--- config.mk ---
export PLATFORM = sky130hd
export DESIGN_NAME = mem_access_unit_flat
export DESIGN_NICKNAME = d
export VERILOG_FILES = /design/src/rtl/mem_access_unit_pkg.sv /design/src/rtl/mem_access_unit_if.sv /design/src/rtl/mem_access_unit_data_align.sv /design/src/rtl/mem_access_unit.sv /design/src/flat_wrapper.sv
export SDC_FILE = /design/constraint.sdc
export NUM_CORES = 1
export LEC_CHECK = 0
export BUFFER_PORTS_ARGS = -buffer_cell sky130_fd_sc_hd__buf_2
export CORE_ASPECT_RATIO = 1.25
export CORE_MARGIN = 5
export CORE_UTILIZATION = 40
export CTS_CLUSTER_DIAMETER = 80
export CTS_CLUSTER_SIZE = 14
export DETAILED_ROUTE_END_ITERATION = 6
export GPL_ROUTABILITY_DRIVEN = 0
export PLACE_DENSITY = 0.77
export SYNTH_ARGS = -nofsm -noshare
export SYNTH_HDL_FRONTEND = slang
export SYNTH_SLANG_ARGS = --single-unit
--- constraint.sdc ---
create_clock -name clk -period 1.9 [get_ports clk]
set_input_delay 0.38 -clock clk [delete_from_list [all_inputs] [get_ports clk]]
set_output_delay 0.38 -clock clk [all_outputs]
set_load 0.1 [all_outputs]
--- src/rtl/mem_access_unit_pkg.sv ---
// Shared types and constants for the memory access unit.
package mem_access_unit_pkg;

    // RV32I load/store size encodings (loads and stores share codes 000/001/010)
    localparam logic [2:0] FUNCT3_LB  = 3'b000;
    localparam logic [2:0] FUNCT3_LH  = 3'b001;
    localparam logic [2:0] FUNCT3_LW  = 3'b010;
    localparam logic [2:0] FUNCT3_LBU = 3'b100;
    localparam logic [2:0] FUNCT3_LHU = 3'b101;
    localparam logic [2:0] FUNCT3_SB  = 3'b000;
    localparam logic [2:0] FUNCT3_SH  = 3'b001;
    localparam logic [2:0] FUNCT3_SW  = 3'b010;

    typedef enum logic [1:0] {StIdle, StReq, StWait} lsu_state_t;

    typedef enum logic [1:0] {SzByte, SzHalf, SzWord} access_size_t;

    // Unknown encodings fall back to a full-word access.
    function automatic access_size_t access_size(input logic [2:0] funct3, input logic is_store);
        access_size_t sz;
        case (funct3)
            FUNCT3_LB:  sz = SzByte;
            FUNCT3_LH:  sz = SzHalf;
            FUNCT3_LBU: sz = is_store ? SzWord : SzByte;
            FUNCT3_LHU: sz = is_store ? SzWord : SzHalf;
            default:    sz = SzWord;
        endcase
        return sz;
    endfunction

endpackage

--- src/rtl/mem_access_unit_if.sv ---
// Data-memory request/grant/response bus between the LSU and memory.
interface mem_access_unit_if #(
    parameter int unsigned XLEN = 32
);
    logic            req;
    logic            we;
    logic [XLEN-1:0] addr;
    logic [XLEN-1:0] wdata;
    logic [3:0]      be;
    logic            gnt;
    logic            rvalid;
    logic [XLEN-1:0] rdata;

    modport master (
        output req, we, addr, wdata, be,
        input  gnt, rvalid, rdata
    );

    modport slave (
        input  req, we, addr, wdata, be,
        output gnt, rvalid, rdata
    );
endinterface

--- src/rtl/mem_access_unit_data_align.sv ---
// Combinational lane steering: load extract/extend, store byte-enables/replication,
// and misalignment detection for a 32-bit, 4-lane data bus.
module mem_access_unit_data_align
    import mem_access_unit_pkg::*;
(
    input  logic [2:0]  funct3_i,
    input  logic        is_store_i,
    input  logic [1:0]  addr_lo_i,
    input  logic [31:0] wdata_i,
    input  logic [31:0] rdata_i,
    output logic [3:0]  be_o,
    output logic [31:0] wdata_o,
    output logic [31:0] load_data_o,
    output logic        misalign_o
);
    access_size_t size;
    logic [7:0]   byte_sel;
    logic [15:0]  half_sel;
    logic         zero_ext;

    // Decode size, then steer store lanes and extract/extend the load lane
    always_comb begin
        size        = access_size(funct3_i, is_store_i);
        byte_sel    = rdata_i[{addr_lo_i, 3'b000} +: 8];
        half_sel    = addr_lo_i[1] ? rdata_i[31:16] : rdata_i[15:0];
        zero_ext    = funct3_i[2];
        be_o        = 4'b1111;
        wdata_o     = wdata_i;
        load_data_o = rdata_i;
        misalign_o  = 1'b0;
        unique case (size)
            SzByte: begin
                be_o        = 4'b0001 << addr_lo_i;
                wdata_o     = {4{wdata_i[7:0]}};
                load_data_o = {{24{byte_sel[7] & ~zero_ext}}, byte_sel};
            end
            SzHalf: begin
                be_o        = addr_lo_i[1] ? 4'b1100 : 4'b0011;
                wdata_o     = {2{wdata_i[15:0]}};
                load_data_o = {{16{half_sel[15] & ~zero_ext}}, half_sel};
                misalign_o  = addr_lo_i[0];
            end
            default: begin
                misalign_o  = |addr_lo_i;
            end
        endcase
    end

endmodule

--- src/rtl/mem_access_unit.sv ---
// Memory pipeline stage: issues data-memory accesses, stalls upstream while one is
// outstanding, and registers the writeback-side results.
module mem_access_unit
    import mem_access_unit_pkg::*;
#(
    parameter int unsigned XLEN    = 32,
    parameter int unsigned TIMEOUT = 255
) (
    input  logic              clk,
    input  logic              rst,
    input  logic [XLEN-1:0]   ALUOutM,
    input  logic [XLEN-1:0]   WriteDataM,
    input  logic              MemReadM,
    input  logic              MemWriteM,
    input  logic [2:0]        Funct3M,
    input  logic              MemtoRegM,
    output logic              StallM,
    mem_access_unit_if.master dmem,
    output logic [XLEN-1:0]   ReadDataW,
    output logic [XLEN-1:0]   ALUOutW,
    output logic              MemtoRegW,
    output logic              ValidW,
    output logic              MisalignW,
    output logic              TimeoutW
);
    localparam logic [7:0] TimeoutCnt = 8'(TIMEOUT);

    lsu_state_t      state_q, state_d;
    logic [7:0]      cnt_q, cnt_d;
    logic [XLEN-1:0] read_data_q, read_data_d;
    logic [XLEN-1:0] alu_out_q, alu_out_d;
    logic            mem_to_reg_q, mem_to_reg_d;
    logic            valid_q, valid_d;
    logic            misalign_q, misalign_d;
    logic            timeout_q, timeout_d;

    logic            memop, is_store, misalign, req, complete;
    logic            timeout_evt, misalign_evt, load_ok, cnt_hit;
    logic [3:0]      be;
    logic [31:0]     st_wdata, ld_data;

    // A store wins when both read and write are requested.
    assign is_store = MemWriteM;
    assign memop    = MemReadM | MemWriteM;
    assign cnt_hit  = (cnt_q == TimeoutCnt);

    mem_access_unit_data_align u_align (
        .funct3_i    (Funct3M),
        .is_store_i  (is_store),
        .addr_lo_i   (ALUOutM[1:0]),
        .wdata_i     (WriteDataM),
        .rdata_i     (dmem.rdata),
        .be_o        (be),
        .wdata_o     (st_wdata),
        .load_data_o (ld_data),
        .misalign_o  (misalign)
    );

    // Outputs are gated by reset so a held upstream op cannot issue while in reset
    assign dmem.req   = req & rst;
    assign dmem.we    = req & rst & is_store;
    assign dmem.addr  = {ALUOutM[XLEN-1:2], 2'b00};
    assign dmem.wdata = st_wdata;
    assign dmem.be    = be;
    assign StallM     = memop & ~complete & rst;

    // FSM next state, request/completion decode and writeback-register next values
    always_comb begin
        state_d      = state_q;
        cnt_d        = cnt_q;
        req          = 1'b0;
        complete     = 1'b0;
        timeout_evt  = 1'b0;
        misalign_evt = 1'b0;
        load_ok      = 1'b0;
        unique case (state_q)
            StIdle: begin
                if (!memop) begin
                    complete = 1'b1;
                end else if (misalign) begin
                    complete     = 1'b1;
                    misalign_evt = 1'b1;
                end else begin
                    req   = 1'b1;
                    cnt_d = 8'd0;
                    if (!dmem.gnt) begin
                        state_d = StReq;
                    end else if (is_store || dmem.rvalid) begin
                        complete = 1'b1;
                        load_ok  = ~is_store;
                    end else begin
                        state_d = StWait;
                    end
                end
            end
            StReq: begin
                if (cnt_hit) begin
                    complete    = 1'b1;
                    timeout_evt = 1'b1;
                    state_d     = StIdle;
                end else begin
                    req   = 1'b1;
                    cnt_d = cnt_q + 8'd1;
                    if (dmem.gnt) begin
                        if (is_store || dmem.rvalid) begin
                            complete = 1'b1;
                            load_ok  = ~is_store;
                            state_d  = StIdle;
                        end else begin
                            state_d = StWait;
                        end
                    end
                end
            end
            StWait: begin
                if (cnt_hit) begin
                    complete    = 1'b1;
                    timeout_evt = 1'b1;
                    state_d     = StIdle;
                end else if (dmem.rvalid) begin
                    complete = 1'b1;
                    load_ok  = 1'b1;
                    state_d  = StIdle;
                end else begin
                    cnt_d = cnt_q + 8'd1;
                end
            end
            default: state_d = StIdle;
        endcase

        // A stalled cycle leaves a bubble (everything zero) in the W registers
        valid_d      = complete;
        alu_out_d    = complete ? ALUOutM : '0;
        mem_to_reg_d = complete & MemtoRegM;
        read_data_d  = load_ok ? XLEN'(ld_data) : '0;
        misalign_d   = misalign_evt;
        timeout_d    = timeout_evt;
    end

    // State, wait counter and writeback registers
    always_ff @(posedge clk or negedge rst) begin
        if (!rst) begin
            state_q      <= StIdle;
            cnt_q        <= 8'd0;
            read_data_q  <= '0;
            alu_out_q    <= '0;
            mem_to_reg_q <= 1'b0;
            valid_q      <= 1'b0;
            misalign_q   <= 1'b0;
            timeout_q    <= 1'b0;
        end else begin
            state_q      <= state_d;
            cnt_q        <= cnt_d;
            read_data_q  <= read_data_d;
            alu_out_q    <= alu_out_d;
            mem_to_reg_q <= mem_to_reg_d;
            valid_q      <= valid_d;
            misalign_q   <= misalign_d;
            timeout_q    <= timeout_d;
        end
    end

    assign ReadDataW = read_data_q;
    assign ALUOutW   = alu_out_q;
    assign MemtoRegW = mem_to_reg_q;
    assign ValidW    = valid_q;
    assign MisalignW = misalign_q;
    assign TimeoutW  = timeout_q;

endmodule

--- src/flat_wrapper.sv ---
// flat-port wrapper written by rule: the top's interface ports become plain ports
module mem_access_unit_flat import mem_access_unit_pkg::*;
#(
    parameter int unsigned XLEN    = 32,
    parameter int unsigned TIMEOUT = 255
)
  (clk, rst, ALUOutM, WriteDataM, MemReadM, MemWriteM, Funct3M, MemtoRegM, StallM, ReadDataW, ALUOutW, MemtoRegW, ValidW, MisalignW, TimeoutW, dmem_req, dmem_we, dmem_addr, dmem_wdata, dmem_be, dmem_gnt, dmem_rvalid, dmem_rdata);
  mem_access_unit_if #(.XLEN(XLEN)) dmem_i ();
  input  logic clk;
  input  logic rst;
  input  logic [XLEN-1:0] ALUOutM;
  input  logic [XLEN-1:0] WriteDataM;
  input  logic MemReadM;
  input  logic MemWriteM;
  input  logic [2:0] Funct3M;
  input  logic MemtoRegM;
  output logic StallM;
  output logic [XLEN-1:0] ReadDataW;
  output logic [XLEN-1:0] ALUOutW;
  output logic MemtoRegW;
  output logic ValidW;
  output logic MisalignW;
  output logic TimeoutW;
  output wire logic [$bits(dmem_i.req)-1:0] dmem_req;
  output wire logic [$bits(dmem_i.we)-1:0] dmem_we;
  output wire logic [$bits(dmem_i.addr)-1:0] dmem_addr;
  output wire logic [$bits(dmem_i.wdata)-1:0] dmem_wdata;
  output wire logic [$bits(dmem_i.be)-1:0] dmem_be;
  input wire logic [$bits(dmem_i.gnt)-1:0] dmem_gnt;
  input wire logic [$bits(dmem_i.rvalid)-1:0] dmem_rvalid;
  input wire logic [$bits(dmem_i.rdata)-1:0] dmem_rdata;
  assign dmem_req = dmem_i.req;
  assign dmem_we = dmem_i.we;
  assign dmem_addr = dmem_i.addr;
  assign dmem_wdata = dmem_i.wdata;
  assign dmem_be = dmem_i.be;
  assign dmem_i.gnt = dmem_gnt;
  assign dmem_i.rvalid = dmem_rvalid;
  assign dmem_i.rdata = dmem_rdata;
  mem_access_unit #(.XLEN(XLEN), .TIMEOUT(TIMEOUT)) u_core (.clk(clk), .rst(rst), .ALUOutM(ALUOutM), .WriteDataM(WriteDataM), .MemReadM(MemReadM), .MemWriteM(MemWriteM), .Funct3M(Funct3M), .MemtoRegM(MemtoRegM), .StallM(StallM), .dmem(dmem_i), .ReadDataW(ReadDataW), .ALUOutW(ALUOutW), .MemtoRegW(MemtoRegW), .ValidW(ValidW), .MisalignW(MisalignW), .TimeoutW(TimeoutW));
endmodule
# --- Word-level counts from Yosys, hierarchy flattened ---
# Cells that the tools add are included.
op_classes:
  n_shift: 2
  n_eq_ne: 15
  reduce_logical: 9
  n_addsub: 1
  bitwise: 11
  n_mux: 51
op_table:
  columns: ["op", "n"]
  rows:
  - ["one-hot mux 32 bit (2 select lines)", 2]
  - ["two-way mux 32 bit", 2]
  - ["two-way mux 8 bit", 5]
  - ["variable part select 32 x 6 -> 8 bit", 1]
  - ["one-hot mux 8 bit (3 select lines)", 1]
  - ["two-way mux 2 bit", 11]
  - ["two-way mux 1 bit", 21]
  - ["two-way mux 16 bit", 1]
  - ["adder 8 x 1 -> 8 bit, second input constant", 1]
  - ["== test 8 bit, second input constant", 1]
  - ["inequality test 2 bit, second input constant", 4]
  - ["one-hot mux 2 bit (4 select lines)", 1]
  - ["one-hot mux 4 bit (2 select lines)", 1]
  - ["bitwise AND 1 bit", 7]
  - ["== test 3 bit, second input constant", 2]
  - ["inequality test 3 x 2 -> 1 bit, second input constant", 2]
  - ["one-hot mux 1 bit (3 select lines)", 2]
  - ["one-hot mux 2 bit (3 select lines)", 1]
  - ["AND reduction 6 bit", 1]
  - ["AND reduction 5 bit", 1]
  - ["== test 2 x 1 -> 1 bit, second input constant", 2]
  - ["logical NOT 2 bit", 2]
  - ["two-way mux 4 bit", 1]
  - ["one-hot mux 1 bit (2 select lines)", 2]
  - ["other kinds (11)", 14]
word_totals:
  elab_cells: 97
  input_bits: 106
  register_bits: 78

# --- Logic depth before layout (Yosys ltp) ---
# Gate-level depths: netlist (run 1).
logic_depth:
  word_depth: 10
  depth_mapped: 8

# --- By module ---
# Synthesis (run 1) repeated with hierarchy kept, for this count alone.
hier_totals:
  cells_unflattened: 430
  area_unflattened_um2: 4307.9
modules_own_cells:
  columns: ["module", "cells_per_inst", "instances", "area_each_um2"]
  rows:
  - ["mem_access_unit", 263, 1, 3160.5]
  - ["mem_access_unit_data_align", 167, 1, 1147.4]

# --- Worst setup path before layout (run 1) ---
# OpenSTA, ideal clock, no wires.
synth_timing:
  kind: "register to output"
  startpoint: "register u_core.cnt_q[0]"
  endpoint: "output dmem_we"
  slack_ns: -2.702
  arrival_ns: 4.222
  path_stages_with_launch: 7
  required_ns: 1.520
  path_cell_list: "dfrtp_1 > ha_1 > and3_1 > nand2_1 > nand2_1 > a21boi_0 > and2_1"
synth_via:
  elab_chain_len: 5
synth_rtl:
  columns: ["item", "line", "rtl"]
  rows:
  - ["from (decl)", "mem_access_unit.sv:29", "logic [7:0] cnt_q, cnt_d;"]
  - ["from (signal assigned)", "mem_access_unit.sv:153", "cnt_q <= cnt_d;"]
  - ["== test 8 bit", "mem_access_unit.sv:45", "assign cnt_hit = (cnt_q == TimeoutCnt);"]
  - ["two-way mux 1 bit", "mem_access_unit.sv:97", "if (cnt_hit) begin"]
  - ["one-hot mux 1 bit (2 select lines)", "mem_access_unit.sv:76", "unique case (state_q)"]
  - ["bitwise AND 1 bit", null, null]
  - ["net dmem_req", "flat_wrapper.sv:24", "output wire logic [$bits(dmem_i.req)-1:0] dmem_req;"]
  - ["bitwise AND 1 bit", "mem_access_unit.sv:61", "assign dmem.we = req & rst & is_store;"]
  - ["to (decl)", "flat_wrapper.sv:25", "output wire logic [$bits(dmem_i.we)-1:0] dmem_we;"]
# The timed path passes the listed nets, and every way through them passes these cells.

# --- Worst setup path in the final report (run 1) ---
layout_timing:
  startpoint: "register u_core.cnt_q[1]"
  endpoint: "output StallM"
layout_via:
  elab_chain_len: 6
layout_rtl:
  columns: ["item", "line", "rtl"]
  rows:
  - ["== test 8 bit (*)", "mem_access_unit.sv:45", null]
  - ["two-way mux 1 bit, on equally long branches", "mem_access_unit.sv:116, mem_access_unit.sv:97", null]
  - ["one-hot mux 1 bit (3 select lines) (*)", "mem_access_unit.sv:76", null]
  - ["inverter 1 bit (*)", "mem_access_unit.sv:65", "assign StallM = memop & ~complete & rst;"]
  - ["bitwise AND 1 bit (*) (2 in a row)", "mem_access_unit.sv:65", null]
  - ["to (decl)", "flat_wrapper.sv:17", "output logic StallM;"]
# Mark *: on every way between the ends. The rest lies on a longest branch, timed or not.

==> out/qor.csv, run 1 <==
metric,value,unit
status,finished with violations,
violated checks,negative setup slack,
wire length per cell,18.6,um
DRC viols,0,
Initial DRC Count,249,
"Hold Violations, Final",0,
DRT antenna net count,0,
worst setup path class,reg -> out,
Slew Limit Headroom,58.9,%
row count,41,
Die Span X,101,um
Crit path max-delay family,simple AND/OR/NAND/NOR gates,
CP max FO,2,
Cells after DPL,778,
Int Pwr,0.00469,W
Clock Path Buffers,2,
Max VDD drop,0.764,mV
"Power, Total",0.0108,W
mapped cell area,4150,sq um
detailed placement HPWL,11.0,mm
IO Pins,245,
final wirelength,15.0,mm
H-tree levels,3,
RSZ-0062 raised after global routing,true,
Critical Path Max Stage Delay,0.39,ns
gr ovfl total,0,
top achievable clock speed,437,MHz
Root Driver,clkbuf_16,
CTS tree,done,
Sw Share,56.7,%
"Top FF cell, synth",dfrtp_1,
Area contributors post-synth,"dfrtp_1, buf_4, and2_1, mux2_2, nand2_1",
Final Slew Violations,0,
crit share post-route,120,%
largest net degree at the start of global routing,42,
Synth area leader,dfrtp_1,
Startpoint Class,register,
Starting Density,41.0,%
Buf/Inv on CP,1,
PD cells,1540,nW/um^2
Die Area,12500,sq um
vias in the first global route,4281,
# port buffers,242,
sequential cell fraction of total power,20.8,%
min Tclk post-route,2.29,ns
crit path cell chain,ha_2 > and3_4 > and2_4 > o21ai_2 > a21oi_2 > nor3b_4 > buf_12,
gr usage total,22.0,%
Yosys reg bits,78,
first-pass GRT wire length,21.3,mm
Clock Latency Late Sink,0.33,ns
"EDFF count, synth",0,
"Avg Cell Area, Syn",9.76,sq um
Layout Cells excl Fill,807,
Antenna Cells,0,
number of cells on the critical path,7,
CP required,1.52,ns
R2R depth,8,
share of layout cells above drive strength 1,62.2,%
Sink Count,78,
Tightest Hold Check Type,in -> async,
crit end category,output pin,
post-synthesis cell count,425,
Die Y-Extent,124,um
Layout Skew,0.00599,ns
area of the core,10100,sq um
CTS Buf Count,9,
"Seq/Total Area, Yosys",47.1,%
PnR worst setup slack,-0.387,ns
total iterations of the first detailed-routing run,5,
routed vias/inst,5.19,
maxcap violations,0,
ys async rst share,100,%
Net Sw Power,0.00614,W
Tightest Pin Transition,0.614,ns
Netlist cell types,48,
Yosys top cell area share,47.1,%
Fin Setup TNS,-3.72,ns
Layout Nets,784,
Pleak,3.52,nW
Comb pwr share,63.4,%
initial antenna violation count,0,
final setup fails,32,
slowest CP cell,dfrtp_1,
area grow syn2layout,69.2,%
Clock transition at path regs,0.06,ns
via total after detailed routing,4192,
number of synthesis warnings,0,
critical path arrival,1.91,ns
clock share of power,15.8,%
sequential cells by signal (all words and copies together), names as in the netlist:
register and count:
u_core.state_q 2, u_core.MemtoRegW 1, u_core.ReadDataW 32, u_core.MisalignW 1, u_core.ValidW 1, u_core.TimeoutW 1
u_core.cnt_q 8, u_core.ALUOutW 32
stage by stage:
stage / worst slack, ns / hold slack (ns) / cell area, sq um / utilization, %
floorplan: -0.565 / 0.0844 / 4460 / -
global placement: -0.104 / 0.260 / 6230 / 61.6
detailed placement: -0.135 / 0.262 / 6230 / 61.6
CTS: -0.390 / 0.0233 / 6670 / 66.0
global route: -0.456 / 0.0223 / 7010 / 69.4
finish: -0.387 / 0.0270 / 7010 / 69.4
power groups by stage:
stage	logic (W)	registers [W]	clock network, W
3_3_place_gp	0.00634	0.00227	0
5_1_grt	0.00713	0.00229	0.00181
6_report	0.00686	0.00225	0.00171
4_1_cts	0.00657	0.00225	0.00174
3_5_place_dp	0.00643	0.00228	0
2_1_floorplan	0.00211	0.00523	0
cells by family after synthesis:
logic type / count (synthesis) / synth area share (%)
fa+ha+maj: 5 / 1.51
simple gates: 159 / 20.4
flops: 78 / 47.1
mux: 27 / 7.30
other cells: 1 / 0.0904
compound gates: 85 / 12.9
buf+inv: 70 / 10.8
path summary, 6_finish.rpt:
path | from | endpoint | slack [ns]
setup / recovery | u_core.cnt_q[1] | StallM | -0.39
hold / removal | rst | u_core.ALUOutW[12] | 0.03
setup reg to reg | u_core.cnt_q[1] | u_core.ReadDataW[31] | -0.14
hold reg to reg | u_core.cnt_q[6] | u_core.cnt_q[6] | 0.53
max in group asynchronous | rst | u_core.cnt_q[0] | 0.84
min in group clk | ALUOutM[19] | u_core.ALUOutW[19] | 0.26
final cells by class:
| class | instances | area (sq um) |
|---|---|---|
| clock buffers | 10 | 229 |
| well taps | 129 | 161 |
| inverters | 8 | 33.8 |
| flip-flops and latches | 78 | 1950 |
| fillers | 765 | 3090 |
| multi-input cells | 278 | 2310 |
| clock inverters | 6 | 70.1 |
| repair buffers | 298 | 2260 |
worst reg2reg max path: cells and delay by family (launching register included):
kind	cells	cell delay, ns
compound gates	2	0.65
simple gates	3	0.43
flops	1	0.39
buf+inv	2	0.31
fa+ha+maj	1	0.20
cells in the mapped netlist (2+ instances only):
master,number
nor2_1,34
nand2_1,45
and2_1,36
buf_2,3
o221ai_1,2
ha_1,5
clkbuf_1,15
inv_1,8
a21oi_1,29
buf_6,2
nand3_1,6
nand2b_1,4
mux2_2,16
o21ai_0,27
nand3b_1,9
buf_4,40
a22oi_1,2
a31oi_1,2
dfrtp_1,78
nor3_1,7
o2bb2ai_1,2
nor2_4,9
mux2i_1,10
a21o_1,2
a211oi_1,7
o31ai_1,3
cell usage in the layout (no fill, tap or decap), types with 9 or more instances in the layout:
master and n:
a21oi_1 26, and2_1 34, buf_12 36, buf_2 207, buf_4 43, clkbuf_16 12
dfrtp_1 78, nand2_1 33, nand2_4 10, nand3b_1 9, nor2_1 27, nor2_4 11
o21ai_0 9, o21ai_4 11
repair_timing:
| action | in CTS | in global routing |
|---|---|---|
| hold buffers | 1 | 0 |
| buffers inserted | 5 | 4 |
| gates cloned | 0 | 3 |
| endpoints found under the setup margin | 32 | 54 |
| pin swaps | 8 | 21 |
| gates resized for setup | 27 | 59 |
| endpoints found under the hold margin | 12 | 0 |
metal layers:
metal  global-route usage (%)  vias up  wire length (um)
met1                     23.7     1999              4900
met5                        0        -                 0
li1                         -     1889                 -
met2                     39.9      258              8190
met4                     9.14        0               505
met3                     6.16       46              1460
No activity file was read; power rests on OpenSTA's default activity.
==> run 2: changes to the inputs <==
--- a/config.mk
+++ b/config.mk
@@ -9,3 +9,3 @@
 export CORE_ASPECT_RATIO = 1.25
-export CORE_MARGIN = 5
+export CORE_MARGIN = 2
 export CORE_UTILIZATION = 40
==> constraint.sdc (replaced) <==
create_clock -name clk -period 1.9 [get_ports clk]
set_input_delay 0.285 -clock clk [delete_from_list [all_inputs] [get_ports clk]]
set_output_delay 0.285 -clock clk [all_outputs]
set_load 0.1 [all_outputs]
==> out/qor.csv, run 2 (synthesis gave the netlist of run 1 again) <==
metric,value,unit,change
"Hold Violations, Final",0,,unchanged
final setup fails,3,,-91%
Die Area,11200,sq um,-10%
design area,6590,sq um,-6.0%
Antenna Cells,0,,unchanged
via total after detailed routing,4050,,-3.4%
Tightest Hold Check Type,in -> reg,,
RSZ-0062 raised after global routing,true,,
Die Y-Extent,118,um,-4.8%
Starting Density,41.0,%,unchanged
sequential cell fraction of total power,21.2,%,+0.4 points
row count,41,,unchanged
DRC viols,0,,unchanged
total iterations of the first detailed-routing run,4,,-1
Cells after DPL,765,,-1.7%
Sink Count,78,,unchanged
Int Pwr,0.00468,W,-0.13%
dpl cell area,5960,sq um,-4.4%
Reg2Reg Launch Point,u_core.cnt_q[1],,
first-pass GRT wire length,19.6,mm,-8.1%
Layout Skew,0.00654,ns,+0.000542 ns
area of the core,10100,sq um,unchanged
FF-to-FF setup slack,0.01,ns,+0.15 ns
Sw Share,56.2,%,-0.51 points
crit end category,output pin,,
final wirelength,13.1,mm,-13%
Final Slew Violations,0,,unchanged
min Tclk post-route,2.21,ns,-0.0781 ns
CTS Buf Count,9,,unchanged
DRT antenna net count,0,,unchanged
# port buffers,242,,unchanged
detailed placement HPWL,9.78,mm,-11%
H-tree levels,3,,unchanged
Tightest Pin Transition,0.522,ns,-0.0918 ns
routed vias/inst,5.08,,-2.3%
Clock Path Buffers,2,,unchanged
r2r endpoint,u_core.ReadDataW[23],,
Layout Nets,775,,-1.1%
Pleak,3.41,nW,-3.3%
IO Pins,245,,unchanged
Root Driver,clkbuf_16,,
PD cells,1620,nW/um^2,+5.1%
Fin Setup TNS,-0.692,ns,+3.02 ns
Startpoint Class,register,,
status,finished with violations,,
maxcap violations,0,,unchanged
"most common cell after layout, fill and taps aside",buf_2,,
area grow syn2layout,58.9,%,
Comb pwr share,62.5,%,-0.9 points
share of layout cells above drive strength 1,57.1,%,-5.1 points
CTS tree,done,,
clock share of power,16.3,%,+0.5 points
Worst setup endpoint,StallM,,
most frequent cells in the layout,"buf_2, dfrtp_1, buf_4, nand2_1, and2_1",,
Clock transition at path regs,0.06,ns,about the same
violated checks,negative setup slack,,
wire length per cell,16.4,um,-12%
Initial DRC Count,244,,-2.0%
worst setup path class,reg -> out,,
CP required,1.62,ns,+0.10 ns
Die Span X,95.1,um,-5.9%
Net Sw Power,0.00600,W,-2.2%
CP max FO,5,,+3
largest net degree at the start of global routing,45,,+7.1%
Slew Limit Headroom,65.2,%,+6.3 points
Clock Latency Late Sink,0.33,ns,about the same
PnR worst setup slack,-0.309,ns,+0.0781 ns
Max VDD drop,0.725,mV,-5.2%
gr ovfl total,0,,unchanged
vias in the first global route,4020,,-6.1%
top achievable clock speed,453,MHz,+3.5%
Layout Cells excl Fill,798,,-1.1%
gr usage total,22.4,%,+0.45 points
R2R depth,7,,-1
crit share post-route,116,%,-4.1 points
critical path arrival,1.92,ns,about the same
crit path from,u_core.cnt_q[1],,
initial antenna violation count,0,,unchanged
Fillers,804,,+5.1%
Min Hold Slack,0.174,ns,+0.147 ns
-- run 2: per-layer routing --
layer | share of wire (%) | GRT usage (%)
met2 | 53 | 39.3
met4 | 1.8 | 8.61
met5 | 0 | 0
met3 | 8.3 | 5.25
met1 | 37 | 25.8
-- run 2: what timing repair did --
item,4_1_cts,5_1_grt
setup endpoints to repair,5,45
hold endpoints to repair,2,0
setup buffers,5,10
pin swaps,2,4
resized for setup,3,41
gates cloned,0,2
hold buffers,1,0
-- run 2: area by class of cell --
| cell class | instances | area [sq um] | share of cell area (%) |
|---|---|---|---|
| multi-input combinational | 278 | 2090 | 31.7 |
| sequential | 78 | 1950 | 29.6 |
| tap | 129 | 161 | 2.45 |
| timing repair buffer | 289 | 2050 | 31.1 |
| clock buffer | 10 | 239 | 3.63 |
| inverter | 8 | 30.0 | 0.456 |
| clock inverter | 6 | 68.8 | 1.04 |
-- run 2: critical path, cell delays in order, from the launching register on --
cell and delay, ns:
dfrtp_1 0.38, ha_2 0.19, and3_4 0.20, and2_4 0.15
o21ai_2 0.16, a21oi_2 0.11, nor3b_4 0.21, buf_12 0.20
-- run 2: power groups by stage --
stage / combinational, W / sequential [W] / clock [W]
CTS: 0.00635 / 0.00226 / 0.00177
global placement: 0.00618 / 0.00229 / 0
global route: 0.00694 / 0.00231 / 0.00185
floorplan: 0.00208 / 0.00523 / 0
detailed placement: 0.00626 / 0.00230 / 0
finish: 0.00668 / 0.00226 / 0.00174
-- run 2: worst min-delay path by stage --
stage | from | end | slack [ns] | cells past startpoint
floorplan | rst | u_core.ALUOutW[0] | -0.01 | 0
global placement | rst | u_core.state_q[1] | 0.09 | 1
detailed placement | rst | u_core.state_q[0] | 0.09 | 1
CTS | ALUOutM[29] | u_core.ALUOutW[29] | 0.17 | 2
global route | ALUOutM[19] | u_core.ALUOutW[19] | 0.17 | 2
finish | ALUOutM[21] | u_core.ALUOutW[21] | 0.17 | 2
-- run 2: through the flow --
| stage | power, W | worst slack (ns) | utilization (%) |
|---|---|---|---|
| after floorplan | 0.00731 | -0.470 | - |
| final | 0.0107 | -0.309 | 65.2 |
| after global routing | 0.0111 | -0.387 | 65.2 |
| after CTS | 0.0104 | -0.243 | 62.5 |
| after global placement | 0.00847 | 0.0222 | 58.9 |
| after detailed placement | 0.00856 | -0.0329 | 58.9 |
==> run 3: changes to the inputs <==
- PLACE_DENSITY: 0.77 -> 0.75
- SLEW_MARGIN: not set -> 40
- clock period: 1.9 -> 2.33 ns (I/O delays scaled with it)
==> out/qor.csv, run 3 (synthesis gave the netlist of run 1 again) <==
metric,value,unit,change
Clock Latency Late Sink,0.34,ns,about the same
Final Slew Violations,0,,unchanged
dpl cell area,5770,sq um,-3.1%
Tightest Pin Transition,0.634,ns,+0.112 ns
Max VDD drop,0.592,mV,-18%
Antenna Cells,0,,unchanged
RSZ-0062 raised after global routing,true,,
Layout Nets,750,,-3.2%
most frequent cells in the layout,"buf_2, dfrtp_1, nand2_1, nor2_1, and2_1",,
Clock Path Buffers,2,,unchanged
maxcap violations,0,,unchanged
Crit path max-delay family,simple AND/OR/NAND/NOR gates,,
detailed placement HPWL,10.1,mm,+2.7%
area grow syn2layout,47.9,%,
Die Area,11200,sq um,unchanged
DRT antenna net count,0,,unchanged
crit share post-route,97.1,%,
Buf/Inv on CP,1,,unchanged
gr usage total,23.1,%,+0.65 points
met3 GRT Util,5.89,%,+0.64 points
Sink Count,78,,unchanged
crit path cell chain,ha_2 > and3_4 > nand2_2 > nand2_1 > a21boi_4 > and2_2 > buf_12,,
DRC viols,0,,unchanged
min Tclk post-route,2.26,ns,
crit end category,output pin,,
R2R depth,8,,+1
share of layout cells above drive strength 1,51.6,%,-5.5 points
"most common cell after layout, fill and taps aside",buf_2,,
Layout Skew,0.00628,ns,-0.000259 ns
wire length per cell,16.5,um,+0.27%
Slew Limit Headroom,57.7,%,-7.4 points
"Power, Total",0.00843,W,-21%
final core utilization,60.7,%,-4.5 points
total iterations of the first detailed-routing run,6,,+2
Startpoint Class,register,,
area of the core,10100,sq um,unchanged
routed vias/inst,5.12,,+0.97%
GRT met1 Usage,25.4,%,-0.36 points
Global Route met2 Usage,41.3,%,+1.9 points
Reg2Reg Launch Point,u_core.cnt_q[0],,
largest net degree at the start of global routing,52,,+16%
Die Span X,95.1,um,unchanged
gr ovfl total,0,,unchanged
Critical Path Max Stage Delay,0.41,ns,+0.03 ns
FF-to-FF setup slack,0.21,ns,+0.20 ns
Fillers,860,,+7.0%
status,finished clean,,
final wirelength,12.7,mm,-2.9%
Root Driver,clkbuf_16,,
H-tree levels,3,,unchanged
Clock transition at path regs,0.06,ns,about the same
CP max FO,5,,unchanged
critical path arrival,1.91,ns,about the same
IO Pins,245,,unchanged
"Hold Violations, Final",0,,unchanged
CTS Buf Count,9,,unchanged
# port buffers,242,,unchanged
first-pass GRT wire length,20.1,mm,+2.4%
Multi-input gate area,1840,sq um,-12%
Tightest Hold Check Type,in -> async,,
row count,41,,unchanged
initial antenna violation count,0,,unchanged
final setup fails,0,,-3
worst setup path class,reg -> out,,
CP required,1.98,ns,+0.36 ns
Cells after DPL,754,,-1.4%
Die Y-Extent,118,um,unchanged
PD cells,1370,nW/um^2,-15%
CTS tree,done,,
Fin Setup TNS,0,ns,+0.692 ns
slowest CP cell,dfrtp_1,,
design area,6130,sq um,-6.9%
r2r endpoint,u_core.ReadDataW[17],,
top achievable clock speed,442,MHz,
GR peak layer,met2,,
Pleak,3.20,nW,-6.2%
Layout Cells excl Fill,773,,-3.1%
vias in the first global route,4117,,+2.4%
register area,1950,sq um,unchanged
Initial DRC Count,218,,-11%
Starting Density,41.0,%,unchanged
via total after detailed routing,3961,,-2.2%
==> run 3: cell count changes in the layout (fill, tap and decap cells not counted), moves of 7 or more <==
cell | before | now
buf_4 | 44 | 23
nand2_1 | 34 | 44
o21ai_4 | 10 | 0
nand2_2 | 8 | 1
o21ai_2 | 2 | 9
==> run 3: report_power, final <==
group | switching [W] | internal [W]
logic | 0.00409 | 0.000987
registers | 0.000115 | 0.00172
clock network | 0.000528 | 0.000995
total | 0.00473 | 0.00370
==> run 3: metrics by stage <==
step	hold slack [ns]	setup WS (ns)
after floorplan	0.0539	-0.442
after global placement	0.396	0.282
after detailed placement	0.398	0.279
after CTS	0.0347	0.0208
after global routing	0.0566	-0.0236
final	0.0311	0.0683
==> run 3: final cells by class <==
| type | instances | area share (%) |
|---|---|---|
| sequential | 78 | 31.8 |
| tap | 129 | 2.63 |
| multi-input combinational | 278 | 30.0 |
| clock inverter | 5 | 1.33 |
| timing repair buffer | 264 | 29.6 |
| clock buffer | 11 | 4.12 |
| inverter | 8 | 0.489 |
==> run 3: layer usage <==
layer	up-vias	wire, um
met5	-	0
met4	0	269
met3	21	1130
met2	230	6740
met1	1876	4580
li1	1834	-
==> run 3: worst max path at each step <==
stage                            startpoint    endpoint  cells after the start
after global routing      u_core.state_q[1]     dmem_we                      6
after detailed placement         ALUOutM[0]      StallM                      7
final                       u_core.cnt_q[0]     dmem_we                      7
after global placement           Funct3M[0]  dmem_be[0]                      6
after floorplan                  Funct3M[0]  dmem_be[1]                      4
after CTS                   u_core.cnt_q[0]      StallM                      7
==> run 3: what timing repair did <==
action	CTS	global route
endpoints found under the setup margin	1	2
buffers inserted	0	3
hold buffers	0	0
resized for setup	1	1
pin swaps	0	2
==> run 3: worst register-to-register path: cells and delay by family (launching register included) <==
family                     cells  cell delay (ns)
adders and majority gates      1             0.20
DFF                            1             0.41
and+or+nand+nor                3             0.53
AOI/OAI and AO/OA              2             0.55
buffers and inverters          2             0.36
